File: src/rtl/rom_dl_router.sv
// rom_dl_router: routes the HPS ROM download stream onto the game core's ROM write port.
// Decodes the linear byte address into four one-hot regions, registers the write strobe,
// counts accepted bytes and only releases the core reset after a complete, in-range load
// followed by a hold-off period.
// Optional feature: define ROM_DL_CKSUM_EN to build the 16-bit additive checksum on CKSUM;
// without it CKSUM is tied to zero.
`timescale 1ns / 1ps

module rom_dl_router #(
    parameter logic [24:0] R0_END = 25'h0C000,
    parameter logic [24:0] R1_END = 25'h10000,
    parameter logic [24:0] R2_END = 25'h18000,
    parameter logic [24:0] R3_END = 25'h20000,
    parameter int unsigned HOLD   = 16
) (
    input  logic        MCLK,
    input  logic        RESET_N,
    input  logic        DL_ACTIVE,
    input  logic        DL_WR,
    input  logic [24:0] DL_ADDR,
    input  logic [7:0]  DL_DATA,
    output logic        ROM_WE,
    output logic [3:0]  ROM_CS,
    output logic [16:0] ROM_AD,
    output logic [7:0]  ROM_DT,
    output logic        CORE_RST_N,
    output logic        LOAD_OK,
    output logic [1:0]  LOAD_ERR,
    output logic [15:0] CKSUM
);

    typedef enum logic [2:0] {StIdle, StLoad, StCheck, StHold, StRun, StFail} state_e;

    state_e      state_q, state_d;
    logic [24:0] cnt_q, cnt_d;
    logic [15:0] hold_q, hold_d;
    logic        we_q, we_d;
    logic [3:0]  cs_q, cs_d;
    logic [16:0] ad_q, ad_d;
    logic [7:0]  dt_q, dt_d;
    logic        rst_n_q, rst_n_d;
    logic        ok_q, ok_d;
    logic [1:0]  err_q, err_d;
    logic        wr_acc;
    logic        load_clr;
    logic [24:0] base;

    // A write is only taken while loading and only below the end of the last region
    assign wr_acc = (state_q == StLoad) && DL_WR && (DL_ADDR < R3_END);

    // Next-state, write-path decode and status updates
    always_comb begin
        state_d  = state_q;
        cnt_d    = cnt_q;
        hold_d   = hold_q;
        we_d     = 1'b0;
        cs_d     = 4'b0000;
        ad_d     = ad_q;
        dt_d     = dt_q;
        ok_d     = ok_q;
        err_d    = err_q;
        load_clr = 1'b0;
        base     = '0;

        if (wr_acc) begin
            if (DL_ADDR < R0_END) begin
                cs_d = 4'b0001;
                base = '0;
            end else if (DL_ADDR < R1_END) begin
                cs_d = 4'b0010;
                base = R0_END;
            end else if (DL_ADDR < R2_END) begin
                cs_d = 4'b0100;
                base = R1_END;
            end else begin
                cs_d = 4'b1000;
                base = R2_END;
            end
            we_d = 1'b1;
            ad_d = 17'(DL_ADDR - base);
            dt_d = DL_DATA;
            if (cnt_q != '1) begin
                cnt_d = cnt_q + 25'd1;
            end
        end

        case (state_q)
            StIdle: begin
                if (DL_ACTIVE) begin
                    state_d  = StLoad;
                    load_clr = 1'b1;
                end
            end
            StLoad: begin
                if (DL_WR && !(DL_ADDR < R3_END)) begin
                    err_d[0] = 1'b1;
                end
                // A strobe coinciding with the fall of DL_ACTIVE is still counted above
                if (!DL_ACTIVE) begin
                    state_d = StCheck;
                end
            end
            StCheck: begin
                if ((cnt_q == R3_END) && !err_q[0]) begin
                    state_d = StHold;
                    hold_d  = 16'(HOLD - 1);
                end else begin
                    if (cnt_q < R3_END) begin
                        err_d[1] = 1'b1;
                    end
                    state_d = StFail;
                end
            end
            StHold: begin
                if (hold_q == 16'd0) begin
                    state_d = StRun;
                    ok_d    = 1'b1;
                end else begin
                    hold_d = hold_q - 16'd1;
                end
            end
            StRun, StFail: begin
                if (DL_ACTIVE) begin
                    state_d  = StLoad;
                    load_clr = 1'b1;
                end
            end
            default: begin
                state_d = StIdle;
            end
        endcase

        if (load_clr) begin
            cnt_d = '0;
            err_d = 2'b00;
            ok_d  = 1'b0;
        end

        // Registered so the core reset drops in the same edge that leaves RUN
        rst_n_d = (state_d == StRun);
    end

    // State and output registers with synchronous active-low reset
    always_ff @(posedge MCLK) begin
        if (!RESET_N) begin
            state_q <= StIdle;
            cnt_q   <= '0;
            hold_q  <= '0;
            we_q    <= 1'b0;
            cs_q    <= 4'b0000;
            ad_q    <= '0;
            dt_q    <= '0;
            rst_n_q <= 1'b0;
            ok_q    <= 1'b0;
            err_q   <= 2'b00;
        end else begin
            state_q <= state_d;
            cnt_q   <= cnt_d;
            hold_q  <= hold_d;
            we_q    <= we_d;
            cs_q    <= cs_d;
            ad_q    <= ad_d;
            dt_q    <= dt_d;
            rst_n_q <= rst_n_d;
            ok_q    <= ok_d;
            err_q   <= err_d;
        end
    end

`ifdef ROM_DL_CKSUM_EN
    logic [15:0] cksum_q, cksum_d;

    // Running sum of accepted bytes, restarted on every LOAD entry
    always_comb begin
        cksum_d = cksum_q;
        if (load_clr) begin
            cksum_d = '0;
        end else if (wr_acc) begin
            cksum_d = cksum_q + {8'h00, DL_DATA};
        end
    end

    // Checksum register
    always_ff @(posedge MCLK) begin
        if (!RESET_N) begin
            cksum_q <= '0;
        end else begin
            cksum_q <= cksum_d;
        end
    end

    assign CKSUM = cksum_q;
`else
    assign CKSUM = 16'h0000;
`endif

    assign ROM_WE     = we_q;
    assign ROM_CS     = cs_q;
    assign ROM_AD     = ad_q;
    assign ROM_DT     = dt_q;
    assign CORE_RST_N = rst_n_q;
    assign LOAD_OK    = ok_q;
    assign LOAD_ERR   = err_q;

endmodule

File: config.mk
export PLATFORM = sky130hd
export DESIGN_NAME = rom_dl_router
export DESIGN_NICKNAME = d
export VERILOG_FILES = /design/src/rtl/rom_dl_router.sv
export SDC_FILE = /design/constraint.sdc
export NUM_CORES = 1
export LEC_CHECK = 0
export CORE_ASPECT_RATIO = 0.5
export CORE_MARGIN = 2
export CORE_UTILIZATION = 54
export DETAILED_ROUTE_END_ITERATION = 12
export GPL_TIMING_DRIVEN = 0
export PLACE_DENSITY = 0.87
export SYNTH_ARGS = -nofsm -noshare
export SYNTH_HDL_FRONTEND = slang
export SYNTH_SLANG_ARGS = --single-unit
export TNS_END_PERCENT = 100
File: constraint.sdc
create_clock -name MCLK -period 5.5 [get_ports MCLK]
set_input_delay 1.375 -clock MCLK [delete_from_list [all_inputs] [get_ports MCLK]]
set_output_delay 1.375 -clock MCLK [all_outputs]
set_load 0.01 [all_outputs]
==> reports/results.ini <==
[worst_setup_path]
crit_path_start_kind=input pin
required_ps=5790
path_max_fanout=5
worstSetupEndpointType=flip-flop
cpMostUsedCell=nand2_1
critPathArrivalTime_ps=3620
crit_type=in2reg
crit_chain=clkdlybuf4s50_1, nor4_2, nand2_1, nor3_1, ha_1, fa_1, nand2_1, o211a_1
critical_path.slowest_cell=nor4_2
path_delay_family=simple AND/OR/NAND/NOR gates
cp_num_buf_inv=1
critPathMaxStageDelay_ps=480

[global_route]
grt_pass1_wl_mm=16.0
grt_overflow=0
grt_pass1_vias=3527
antenna_found_initial=0
grt_use_total_pct=26.0
grt_max_degree=13

[detailed_routing]
vias=3597
ant_nets=0
dr.pass1.iters=5
via_per_inst=5.53
drc=0
initialDrtViolationCount=240
drt-wirelength-per-cell_um=14.5
wirelength_mm=9.45

[power_and_ir_drop]
peakVddDrop_mv=0.159
p_total_mw=1.30
power.density_nw_per_um2=258
p_leak_nw=1.93

[layout]
syn2layout_area_growth_pct=31.5
diodes=0
drive_above_1_share_pct=8.60
fin_area_um2=5040
postLayoutCoreUtil_pct=74.4
nets=596

[synth]
syn_inst=457
yosysSeqAreaShare_pct=40.7
yosysWarningCount=0
synth_area_leaders=dfxtp_1 41%, nand2_1 8.6%, a21boi_0 4.5%
synth-adder-area-share_pct=2.15
synth_xor_xnor_area_share_pct=2.97
yosys-top-cells-count=88 x nand2_1, 78 x dfxtp_1, 25 x nor2_1, 24 x a21oi_1
synth.most_common_cell=nand2_1
ys_seq_elements=78
syn_area_um2=3840
synth_top_family_by_area=simple AND/OR/NAND/NOR gates
synth_area_leader_cell=dfxtp_1
synth_ff_type=dfxtp_1
synth-compound-area-share_pct=18.0
ys_types=54
synth-simple-area-share_pct=27.3
synthArstFlopShare_pct=0
avgSynthCellArea_um2=8.39
muxShareOfSynthArea_pct=1.57
synth_edf_count=0
synth_top_area_share_pct=40.7

[timing]
finalSetupViolCount=0
slew_viol_final=0
tns_ps=0
fin_skew_ps=5.95
worstMarginPinSlew_ps=880
finalCritPeriodShare_pct=60.5
fmax_ghz=0.300
rsz0062_at_grt=no
setup_slack_ps=2170
period_needed_ps=3330
slew_headroom_pct=40.8
final-hold-violation-count=0

[clocking]
numCtsBuffers=9
cts_setup_buffers=0
cts_tree=built
cts.sinks=78
clkTransAtPathRegs_ps=60
insertion_delay_ps=350
root_buffer=clkbuf_16
cts_hold_buf=0
cts.repair.resized=0
htreeDepth=3
clock_path_buffers=2

[job]
max-cap-violations=0

[floorplanning]
die_area_um2=7840
die_width_um=123
ios=87
die_h_um=63.6
initial_utilization_pct=56.6
core_area_um2=6780
core.rowCount=21

[placed_design]
dpl.hpwl_mm=6.60
placement.io_buffers=70
gp_congestion=0.865
placedInstanceArea_um2=4710
place_ws_ps=1830

[outcome]
outcome=completed

[hold_path]
min-delay-path-class=reg2reg

==> path summary, 6_finish.rpt <==
check / start / end / slack [ps] / depth (start not counted)
max: DL_ADDR[23] / ROM_AD[15]$_SDFFE_PN0N_ / 2170 / 8
min: ROM_AD[3]$_SDFFE_PN0N_ / ROM_AD[3]$_SDFFE_PN0N_ / 470 / 2
min reg2reg: ROM_AD[3]$_SDFFE_PN0N_ / ROM_AD[3]$_SDFFE_PN0N_ / 470 / 2
max reg2reg: cnt_q[0]$_SDFFE_PP0P_ / cnt_q[20]$_SDFFE_PP0P_ / 3250 / 6
==> final cells by class <==
class / instances / area (um^2)
inverters: 14 / 52.6
fillers: 512 / 1740
clock buffers: 13 / 270
well taps: 92 / 115
flip-flops and latches: 78 / 1560
multi-input cells: 342 / 2050
repair buffers: 70 / 701
plain buffers: 38 / 226
clock inverters: 3 / 65.1
==> cell families after synthesis <==
| logic type | count (synthesis) |
|---|---|
| simple gates | 202 |
| compound gates | 99 |
| flops | 78 |
| buf+inv | 52 |
| xor+xnor | 13 |
| fa+ha+maj | 6 |
| mux | 6 |
| other cells | 1 |
==> tightest hold or removal path, stage by stage (launching register included) <==
cell and delay, ps:
dfxtp_1 300, nand2_1 50, a21boi_0 60
==> flip-flops by register name, summed over array words and instances, names as in the netlist <==
register and count:
LOAD_OK 1, CORE_RST_N 1, state_q 3, ROM_AD 17, hold_q 16, LOAD_ERR 2, cnt_q 25, ROM_WE 1
ROM_DT 8, ROM_CS 4
==> through the flow <==
step	std cells	hold slack, ps
floorplan	472	442
global placement	634	433
detailed placement	634	457
CTS	650	465
global route	650	491
finish	650	465
==> metal layers <==
metal	GRT usage (%)	wire, um	vias up
met5	0	0	-
met4	10.2	155	0
met3	8.79	535	17
met2	43.3	4620	103
met1	30.9	4140	1687
li1	-	-	1790
==> cells in the final DEF (no fill, tap or decap), drive strengths merged, types with 3 or more instances in the layout <==
cell / n
a21boi: 23
or4: 4
clkdlybuf4s50: 70
a2111o: 6
nand4b: 4
xor2: 4
inv: 14
o31ai: 3
a31oi: 4
and3: 7
and2: 5
a21oi: 24
o21ai: 15
nand4: 7
or3: 8
xnor2: 9
nor4: 9
nand3: 23
o211ai: 5
dfxtp: 78
nand2b: 5
a211oi: 5
a2111oi: 3
nor2: 25
nor4b: 4
o211a: 3
buf: 25
nand2: 88
ha: 5
nor3: 6
clkbuf: 26
mux2i: 6
conb: 16
==> report_power, final <==
part / total [mW] / switching, mW / internal, mW
Clock: 0.662 / 0.228 / 0.434
Sequential: 0.568 / 0.00149 / 0.567
Combinational: 0.0729 / 0.0330 / 0.0398
Total: 1.30 / 0.263 / 1.04
Note: power is estimated with default switching activity, not from simulation.
